**src/rtl/bconv_pkg.sv**
```systemverilog
// Shared constants, types and helpers for the binary 3x3 convolution engine.
package bconv_pkg;

  // Window geometry: tap i sits at row offset i/3 and column offset i%3
  // behind the newest pixel.
  localparam int NUM_TAPS = 9;
  localparam int TAP_ROW0 = 0;   // taps 0..2: current row, cols c..c-2
  localparam int TAP_ROW1 = 3;   // taps 3..5: row r-1
  localparam int TAP_ROW2 = 6;   // taps 6..8: row r-2

  // Register-file address that selects the bias instead of a tap weight.
  localparam logic [3:0] BIAS_ADDR = 4'd9;

  // One 3x3 window of binary pixels, bit i feeds tap i.
  typedef logic [NUM_TAPS-1:0] win_t;

  // Tap weights of one kernel, stored sign-extended to 32 bits. Module-level
  // arrays narrow this down to their own WW/OUT_W widths.
  typedef logic signed [31:0] tap_row_t [NUM_TAPS];

  // Clamp a signed value into the range of a w-bit two's-complement number.
  function automatic logic signed [31:0] sat_signed(input logic signed [31:0] v,
                                                    input int unsigned    w);
    logic signed [31:0] hi;
    logic signed [31:0] lo;
    hi = (32'sd1 <<< (w - 1)) - 32'sd1;
    lo = -(32'sd1 <<< (w - 1));
    if (v > hi)      return hi;
    else if (v < lo) return lo;
    return v;
  endfunction

endpackage

```
**src/rtl/bconv_window.sv**
```systemverilog
// Line buffer, raster position tracking and 3x3 window extraction for a
// 1-bit pixel stream. The window and its flags are combinational on the
// accepted pixel; the consumer registers them.
module bconv_window
  import bconv_pkg::*;
#(
  parameter int IMG_W = 34,
  parameter int IMG_H = 34
) (
  input  logic clk,
  input  logic rst_n,
  input  logic i_din_valid,
  input  logic i_din,
  input  logic i_sof,
  output win_t o_win,
  output logic o_win_valid,
  output logic o_win_eof
);

  // The oldest tap needed is 2*IMG_W+2 pixels back, which is the top bit of
  // {buffer, din}; the buffer itself only has to remember 2*IMG_W+2 pixels.
  localparam int LB_LEN = 2 * IMG_W + 2;
  localparam int CW     = $clog2(IMG_W);
  localparam int RW     = $clog2(IMG_H);

  logic [LB_LEN-1:0] r_lb;
  logic [CW-1:0]     r_col;
  logic [RW-1:0]     r_row;
  logic [LB_LEN:0]   w_taps;
  logic [CW-1:0]     w_col;
  logic [RW-1:0]     w_row;
  logic [CW-1:0]     w_col_nxt;
  logic [RW-1:0]     w_row_nxt;

  assign w_taps = {r_lb, i_din};

  // A start-of-frame pixel is position (0,0) whatever the counters say.
  assign w_col = i_sof ? '0 : r_col;
  assign w_row = i_sof ? '0 : r_row;

  // Raster advance: column wraps into the next row, last pixel wraps the frame.
  // NOTE: every always_comb output gets a default first so no path leaves it
  // unassigned; an unassigned path would infer a latch.
  always_comb begin
    w_col_nxt = w_col + CW'(1);
    w_row_nxt = w_row;
    if (w_col == CW'(IMG_W - 1)) begin
      w_col_nxt = '0;
      w_row_nxt = (w_row == RW'(IMG_H - 1)) ? '0 : w_row + RW'(1);
    end
  end

  // Shift the buffer and step the counters only on accepted pixels.
  // NOTE: sequential state uses non-blocking assignments so every register
  // samples pre-edge values, independent of statement order.
  always_ff @(posedge clk or negedge rst_n) begin
    if (!rst_n) begin
      r_lb  <= '0;
      r_col <= '0;
      r_row <= '0;
    end else if (i_din_valid) begin
      r_lb  <= w_taps[LB_LEN-1:0];
      r_col <= w_col_nxt;
      r_row <= w_row_nxt;
    end
  end

  // Pick the three 3-pixel runs that form rows r, r-1 and r-2 of the window.
  always_comb begin
    o_win = '0;
    for (int j = 0; j < 3; j++) begin
      o_win[TAP_ROW0 + j] = w_taps[j];
      o_win[TAP_ROW1 + j] = w_taps[IMG_W + j];
      o_win[TAP_ROW2 + j] = w_taps[2 * IMG_W + j];
    end
  end

  // Interior windows only; edge windows would wrap across lines.
  assign o_win_valid = i_din_valid && (w_row >= RW'(2)) && (w_col >= CW'(2));
  assign o_win_eof   = o_win_valid && (w_row == RW'(IMG_H - 1)) &&
                       (w_col == CW'(IMG_W - 1));

endmodule

```
**src/rtl/bin_conv3x3_stream.sv**
```systemverilog
// Binary-input 3x3 convolution engine: NUM_K kernels with run-time signed
// weights and bias over a raster 1-bit pixel stream, saturated outputs.
// Optional build macro: BCONV_RELU_EN clamps negative results to 0.
module bin_conv3x3_stream
  import bconv_pkg::*;
#(
  parameter int IMG_W = 34,
  parameter int IMG_H = 34,
  parameter int NUM_K = 4,
  parameter int WW    = 4,
  parameter int OUT_W = 10
) (
  input  logic                     clk,
  input  logic                     rst_n,
  input  logic                     din_valid,
  input  logic                     din,
  input  logic                     sof,
  input  logic                     w_we,
  input  logic [$clog2(NUM_K)-1:0] w_k,
  input  logic [3:0]               w_addr,
  input  logic [OUT_W-1:0]         w_data,
  output logic                     dout_valid,
  output logic [NUM_K*OUT_W-1:0]   dout,
  output logic                     dout_eof
);

  typedef logic signed [WW-1:0]    weight_t;
  typedef logic signed [OUT_W-1:0] bias_t;

  weight_t                  r_w    [NUM_K][NUM_TAPS];
  bias_t                    r_bias [NUM_K];
  win_t                     w_win;
  logic                     w_win_valid;
  logic                     w_win_eof;
  logic signed [OUT_W:0]    w_acc  [NUM_K];
  logic signed [OUT_W-1:0]  w_sat  [NUM_K];
  logic [NUM_K*OUT_W-1:0]   w_res;

  bconv_window #(
    .IMG_W (IMG_W),
    .IMG_H (IMG_H)
  ) u_window (
    .clk         (clk),
    .rst_n       (rst_n),
    .i_din_valid (din_valid),
    .i_din       (din),
    .i_sof       (sof),
    .o_win       (w_win),
    .o_win_valid (w_win_valid),
    .o_win_eof   (w_win_eof)
  );

  // Weight/bias register file; addresses 10..15 fall through and are ignored.
  // NOTE: this storage is flops, not RAM, and must come up as all-zero
  // kernels, so it takes the reset like any other state.
  always_ff @(posedge clk or negedge rst_n) begin
    if (!rst_n) begin
      for (int k = 0; k < NUM_K; k++) begin
        r_bias[k] <= '0;
        for (int i = 0; i < NUM_TAPS; i++) r_w[k][i] <= '0;
      end
    end else if (w_we) begin
      if (w_addr == BIAS_ADDR)     r_bias[w_k]         <= w_data;
      else if (w_addr < BIAS_ADDR) r_w[w_k][w_addr]    <= w_data[WW-1:0];
    end
  end

  // Per kernel: bias plus the weights of set window bits, one bit of
  // headroom, then saturation (and optional ReLU).
  always_comb begin
    w_res = '0;
    for (int k = 0; k < NUM_K; k++) begin
      w_acc[k] = {r_bias[k][OUT_W-1], r_bias[k]};
      for (int i = 0; i < NUM_TAPS; i++) begin
        if (w_win[i])
          w_acc[k] = w_acc[k] + {{(OUT_W + 1 - WW){r_w[k][i][WW-1]}}, r_w[k][i]};
      end
      w_sat[k] = OUT_W'(sat_signed(32'(w_acc[k]), OUT_W));
`ifdef BCONV_RELU_EN
      if (w_sat[k][OUT_W-1]) w_sat[k] = '0;
`else
      w_sat[k] = w_sat[k];
`endif
      w_res[k*OUT_W +: OUT_W] = w_sat[k];
    end
  end

  // Output stage: one-cycle valid pulse, data and eof held between pulses.
  always_ff @(posedge clk or negedge rst_n) begin
    if (!rst_n) begin
      dout_valid <= 1'b0;
      dout       <= '0;
      dout_eof   <= 1'b0;
    end else begin
      dout_valid <= w_win_valid;
      if (w_win_valid) begin
        dout     <= w_res;
        dout_eof <= w_win_eof;
      end
    end
  end

endmodule

```
**config.mk**
```make
export PLATFORM = sky130hd
export DESIGN_NAME = bin_conv3x3_stream
export DESIGN_NICKNAME = d
export VERILOG_FILES = /design/src/rtl/bconv_pkg.sv /design/src/rtl/bconv_window.sv /design/src/rtl/bin_conv3x3_stream.sv
export SDC_FILE = /design/constraint.sdc
export NUM_CORES = 1
export LEC_CHECK = 0
export CORE_AREA = 2 2 317 194
export DETAILED_ROUTE_END_ITERATION = 10
export DIE_AREA = 0 0 319 196
export PLACE_DENSITY = 0.73
export SLEW_MARGIN = 5
export SYNTH_ARGS = -nofsm -noshare
export SYNTH_HDL_FRONTEND = slang
export SYNTH_SLANG_ARGS = --single-unit
```
**constraint.sdc**
```tcl
create_clock -name clk -period 9.7 [get_ports clk]
set_clock_uncertainty 0.2 [all_clocks]
set_input_delay 1.94 -clock clk [delete_from_list [all_inputs] [get_ports clk]]
set_output_delay 1.94 -clock clk [all_outputs]
set_load 0.005 [all_outputs]
```
==> results of run 1 <==
-- power by group --
part	internal [mW]	total, mW	leakage (nW)	switching (mW)
logic	4.53	8.53	17.9	4.00
registers	1.55	1.80	4.00	0.246
clock network	0.854	1.49	0.577	0.638
-- routing by layer --
metal	track usage (%)	share of wire [%]	vias to the layer above
met4	13.23	5.8	0
met5	0	0	-
met2	57.07	44	2342
met3	7.371	10	729
met1	46.76	40	17363
li1	-	-	15930
-- cells in the final DEF, fill, tap and decap left out, types with 139 or more instances in the layout --
master	n
nor2_1	274
o21ai_0	173
mux2_2	297
inv_1	174
nand2_1	340
a21oi_1	139
xnor2_1	145
dfrtp_1	301
buf_4	1116
ha_1	260
-- cell type report --
cell class              instances  area, um2
well taps                     792      991.0
fillers                      3574      13110
multi-input cells            3128      26790
diodes                          1      2.502
clock buffers                  48      994.7
inverters                     193      732.0
clock inverters                13      211.5
flip-flops and latches        308       7716
repair buffers               1202       9358
-- timing repair --
item                                    in CTS  in global routing
endpoints found under the setup margin      40                 40
resized for setup                          310                235
gates cloned                                 4                  0
buffers inserted                           134                 71
pin swaps                                  170                118
-- flip-flops by register name, summed over array words and instances, names as in the netlist --
| name | cells |
|---|---|
| dout_valid | 1 |
| r_w | 144 |
| dout | 40 |
| u_window.r_row | 6 |
| dout_eof | 1 |
| u_window.r_col | 6 |
| r_bias | 40 |
| u_window.r_lb | 70 |
-- worst max-delay path: cells and delay by family --
| kind | cells | cell delay (ns) |
|---|---|---|
| compound gates | 17 | 3.23 |
| simple gates | 15 | 1.98 |
| mux | 1 | 0.27 |
| fa+ha+maj | 8 | 2.44 |
| buf+inv | 12 | 1.50 |
| xor+xnor | 6 | 1.31 |
-- final timing paths --
check,endpoint,slack (ns),cells after the start
worst min-delay path,dout[39]$_DFFE_PN0P_,0.28,1
min in group asynchronous,r_w[126]$_DFFE_PN0P_,1.24,1
max in group asynchronous,dout[21]$_DFFE_PN0P_,6.69,2
worst max-delay path,dout[7]$_DFFE_PN0P_,-2.68,59
worst max register to register,dout[7]$_DFFE_PN0P_,-1.97,57
worst min register to register,dout[39]$_DFFE_PN0P_,0.28,1
-- cells by family (layout without fill, tap and decap cells) --
kind of cell               after synthesis  in the layout
AOI/OAI and AO/OA                     1039           1039
xor gates and xnor gates               259            260
adders and majority gates              404            404
buffers and inverters                  317           1456
DFF                                    308            308
muxes                                  373            373
other                                    0              1
and+or+nand+nor                       1051           1052
==> out/summary.txt, run 1 <==
Outcome - finished, violations left
Failing checks - setup timing
Power density over the cells - 252.5 mW/mm2
Non-filler instance count after layout - 5,685
Final instance area - 0.04680 mm2
Setup Viol. Count Final - 40
Seq cells post-synth - 308
CP startpoint - din
WS Path Type - input pin to flip-flop
Slew headroom - 14.47%
Post-DP HPWL - 76,300 um
DRC errors left - 0
CP max FO - 5
Maximum clock rate - 80.79 MHz
Share of cells above drive strength 1 - 41.64%
Post-synthesis compound-gate area fraction - 20.98%
CTS tree - done
Ys async rst share - 100.0%
Nets@finish - 5,292
Worst-Margin Slew - 1.278 ns
Syn avg cell area - 8.662 um2
TritonCTS Buffers - 35
Crit path arrival time - 12.70 ns
Top FF cell, synth - dfrtp_1
Largest stage delay, worst path - 0.47 ns
Min-delay src - dout[39]$_DFFE_PN0P_
Mux contribution to synthesized area - 12.94%
Crit share post-route - 127.6%
XOR/XNOR Fraction of Synth Area - 7.363%
Final WS setup - -2.678 ns
Router iterations before antenna repair - 7
Clk_lat worst skew - 0.61 ns
Seq/Total Area, Yosys - 23.72%
Initial antenna violation count - 0
Synth cell count leaders - 366 x ha_1, 353 x nand2_1, 308 x dfrtp_1
First-pass GRT wire length - 179,100 um
HP Class - flip-flop to flip-flop
Area grow syn2layout - 44.04%
Routed vias/inst - 6.396
Routed wire length - 126,300 um
Synth Area in Adders - 16.37%
Most area-consuming cells after synthesis - dfrtp_1 24%, ha_1 14%, mux2_2 11%, xnor2_1 4.6%, o21ai_0 4.2%
Global Route Usage Sum - 35.33%
Clock Sinks - 308
Die ar. - 0.06252 mm2
Final Max Slew Viols - 0
RePlAce Congestion - 0.9388
Die X - 319 um
Top-count cell post-synth - ha_1
Pleak - 22.46 nW
Syn nets - 4,175
Total grt overflow - 0
Number of global-route vias before repair - 34,863
CTS Root Buffer Type - clkbuf_16
Crit end category - flip-flop
Clock transition at path regs - 0.07 ns
Area leader, netlist - dfrtp_1
WL/cell - 22.21 um
# hold bufs at CTS - 0
Final Hold Slack - 0.2761 ns
CTS max path bufs - 3
Routed Antenna Nets - 0
WP data required - 10.02 ns
Final setup TNS - -88.92 ns
Total number of vias - 36,364
RSZ-0062 raised after global routing - yes
DP Area - 0.04132 mm2
Synthesized instance count - 3,751
Critical path's slowest cell - o41ai_4
H-tree levels - 2
Max_cap viols - 0
Final Total Pwr - 11.82 mW
Simple-gate share of the synthesized area - 14.90%
Largest family of logic cells by synthesized area - compound AO/OA/AOI/OAI gates
Buffers on Ports - 63
YS warnings - 0
Row cnt - 70
Core area - 0.05991 mm2
Hold violation count in the final report - 0
Mapped Area - 0.03249 mm2
Yosys top cell area share - 23.72%
Finished Core Util - 78.12%
Max VDD drop - 174.2 uV
Startpoint types - input pin
Worst r2r src - r_w[140]$_DFFE_PN0P_
Initial core utilization - 54.23%
Post-place setup slack - -2.509 ns
Drt first-iter violations - 4,287
Post-synthesis cell type count - 89
Die Ht - 196 um
Min Clock Period, post-route - 12.38 ns
Placed insts - 5,415
Largest net degree at the start of global routing - 145
EDFF count, synth - 0
Num ports - 64
Power figures use the tool's default switching activity.
==> run 2: changes to the inputs <==
--- a/config.mk
+++ b/config.mk
@@ -5,9 +5,10 @@
 export SDC_FILE = /design/constraint.sdc
 export NUM_CORES = 1
 export LEC_CHECK = 0
-export CORE_AREA = 2 2 317 194
+export ABC_AREA = 1
+export CORE_AREA = 2 2 322 196
 export DETAILED_ROUTE_END_ITERATION = 10
-export DIE_AREA = 0 0 319 196
+export DIE_AREA = 0 0 324 198
 export PLACE_DENSITY = 0.73
 export SLEW_MARGIN = 5
 export SYNTH_ARGS = -nofsm -noshare
==> constraint.sdc (replaced) <==
create_clock -name clk -period 9.7 [get_ports clk]
set_clock_uncertainty 0.2 [all_clocks]
set_input_delay 1.94 -clock clk [delete_from_list [all_inputs] [get_ports clk]]
set_output_delay 1.94 -clock clk [all_outputs]
set_load 0.1 [all_outputs]
==> out/summary.txt, run 2 <==
Core area - 0.06174 mm2
# diodes - 0
Logic pwr share - 73.7%
# hold bufs at CTS - 0
Worst r2r path cells - 58
Area grow syn2layout - 46.00%
Max_cap viols - 0
Top reg by flops - r_w
RSZ-0062 raised after global routing - yes
Total number of vias - 40,450
Seq cells post-synth - 308
Critical path's slowest cell - fa_2
Power density over the cells - 237.8 mW/mm2
Clock transition at path regs - 0.07 ns
Synth cell count leaders - 1,417 x nand2_1, 652 x inv_1, 464 x nand3_1
Final setup TNS - -52.57 ns
Initial core utilization - 54.15%
DRC errors left - 0
Share of cells above drive strength 1 - 32.62%
Clock Sinks - 308
Initial antenna violation count - 1
Startpoint types - input pin
Hold violation count in the final report - 0
Sw Share - 47.32%
Row cnt - 71
Failing checks - setup timing
Seq pwr share - 14.7%
Most area-consuming cells after synthesis - dfrtp_1 23%, nand2_1 16%, ha_1 14%, inv_1 7.3%, nand3_1 6.9%
Net Sw Power - 5.493 mW
Crit path arrival time - 11.97 ns
Maximum clock rate - 85.82 MHz
Worst-Margin Slew - 1.185 ns
Final Max Slew Viols - 0
Post-place setup slack - -2.171 ns
Most frequent cells in the layout - 1,321 x nand2_1, 1,228 x buf_4, 590 x inv_1
Syn avg cell area - 6.594 um2
Power Internal - 6.114 mW
Mapped Area - 0.03343 mm2
RePlAce Congestion - 0.9252
Slew headroom - 20.32%
Router iterations before antenna repair - 7
Outcome - finished, violations left
Non-filler instance count after layout - 7,151
Worst r2r src - r_w[32]$_DFFE_PN0P_
Post-DP HPWL - 75,320 um
Min-Delay Endpoint - u_window.r_lb[24]$_DFFE_PN0P_
Biggest regs - r_w x144, u_window.r_lb x70
Min-delay src - u_window.r_lb[24]$_DFFE_PN0P_
Largest stage delay, worst path - 0.48 ns
CTS max path bufs - 3
First-pass GRT wire length - 181,200 um
TritonCTS Buffers - 34
WS Path Type - input pin to flip-flop
Ys async rst share - 100.0%
WP data required - 10.01 ns
Seq/Total Area, Yosys - 23.06%
R2r setup slk - -1.30 ns
Post-synthesis cell type count - 51
CP Buf/Inv Count - 14
Final Total Pwr - 11.61 mW
Routed Antenna Nets - 0
CP max FO - 6
Num ports - 64
Largest net degree at the start of global routing - 138
Clk pwr share - 11.5%
YS warnings - 0
Nets@finish - 6,712
Yosys top cell area share - 23.06%
CTS Root Buffer Type - clkbuf_16
Pleak - 25.20 nW
Crit path max-delay family - adder cells
H-tree levels - 2
Number of global-route vias before repair - 38,349
Crit share post-route - 120.1%
Most used cell, CP - nand2_1
FF-to-FF End - dout[36]$_DFFE_PN0P_
Setup Viol. Count Final - 40
Routed vias/inst - 5.657
Total grt overflow - 0
Crit end category - flip-flop
Max VDD drop - 158.6 uV
Most common cell after layout, fill and taps aside - nand2_1
Global Route Usage Sum - 33.95%
Finished Core Util - 79.05%
Final WS setup - -1.953 ns
Die X - 324 um
Min Clock Period, post-route - 11.65 ns
Synthesized instance count - 5,070
Placed insts - 6,905
Area leader, netlist - dfrtp_1
Buffers on Ports - 63
CTS tree - done
Die ar. - 0.06415 mm2
Number of flip-flops in the largest register - 144
Top-count cell post-synth - nand2_1
Drt first-iter violations - 3,504
WL/cell - 16.66 um
EDFF count, synth - 0
Routed wire length - 119,100 um
Die Ht - 198 um
HP Class - flip-flop to flip-flop
Top FF cell, synth - dfrtp_1
Hold path cells - 2
Clk_lat worst skew - 0.58 ns
Syn nets - 5,494
[run 2: changes by cell type after synthesis, sizes merged, moves of 47 or more]
| cell | before | now |
|---|---|---|
| a21o | 94 | 21 |
| nand2b | 60 | 0 |
| mux2 | 321 | 0 |
| nand2 | 353 | 1437 |
| o21a | 75 | 9 |
| xnor2 | 170 | 35 |
| nand3 | 51 | 466 |
| or2 | 17 | 81 |
| and2 | 12 | 59 |
| nor2b | 58 | 0 |
| o21ai | 285 | 461 |
| inv | 190 | 665 |
| a21oi | 208 | 344 |
| mux2i | 52 | 2 |
[run 2: power by group through the flow]
stage	combinational, mW	clock, mW	sequential (mW)
CTS	7.79	1.35	1.69
detailed placement	7.18	0	1.70
finish	8.56	1.34	1.71
floorplan	3.80	0	2.28
global placement	6.97	0	1.70
global route	9.26	1.39	1.73
[run 2: worst max path at each step]
stage / from / end / slack [ns] / cells past startpoint
final: din / dout[36]$_DFFE_PN0P_ / -1.95 / 58
after detailed placement: din / dout[30]$_DFFE_PN0P_ / -2.17 / 66
after global routing: din / dout[36]$_DFFE_PN0P_ / -2.25 / 59
after floorplan: din / dout[8]$_DFFE_PN0P_ / -1.00 / 72
after global placement: din / dout[31]$_DFFE_PN0P_ / -1.88 / 68
after CTS: din / dout[10]$_DFFE_PN0P_ / -0.93 / 74
[run 2: per-layer routing]
metal / up-vias / wire (um) / track usage [%]
li1: 19230 / - / -
met1: 18778 / 50470 / 44.89
met2: 1838 / 53610 / 57.05
met3: 604 / 8615 / 3.795
met4: 0 / 6426 / 13.03
met5: - / 0 / 0
[run 2: worst register-to-register path, delay by kind of cell, from the launching register on]
family	cells	cell delay [ns]
fa+ha+maj	10	3.21
simple gates	21	2.77
compound gates	12	2.34
buf+inv	10	1.19
xor+xnor	5	0.87
flops	1	0.39
[run 2: repair_timing]
action / in CTS / in global routing
pin swaps: 200 / 127
endpoints found under the hold margin: 0 / 0
buffers inserted: 151 / 30
resized for setup: 299 / 208
endpoints found under the setup margin: 40 / 40
cloned: 7 / 0
[run 2: layout make-up]
class	instances	area, um2
inverter	667	2531
clock buffer	45	973.4
clock inverter	15	125.1
sequential	308	7707
multi-input combinational	3971	26250
timing repair buffer	1305	10160
tap	839	1050
timing repair inverter	1	6.256
fill	4071	12930
[run 2: cells by family after synthesis]
family                   Yosys count  synth area share, %
AO/OA/AOI/OAI                    965                16.41
adder cells (fa/ha/maj)          402                15.85
flip-flops                       308                23.06
AND/OR/NAND/NOR                 2441                31.18
XOR/XNOR                         158                4.140
buffers and inverters            794                9.293
multiplexers                       2              0.05989
[run 2: stage by stage]
step | hold slack, ns | area [um2]
after detailed placement | 0.2629 | 43870
final | 0.2760 | 48810
after global routing | 0.2979 | 48810
after global placement | 0.2560 | 43870
after CTS | 0.2771 | 47620
after floorplan | 0.2422 | 34770
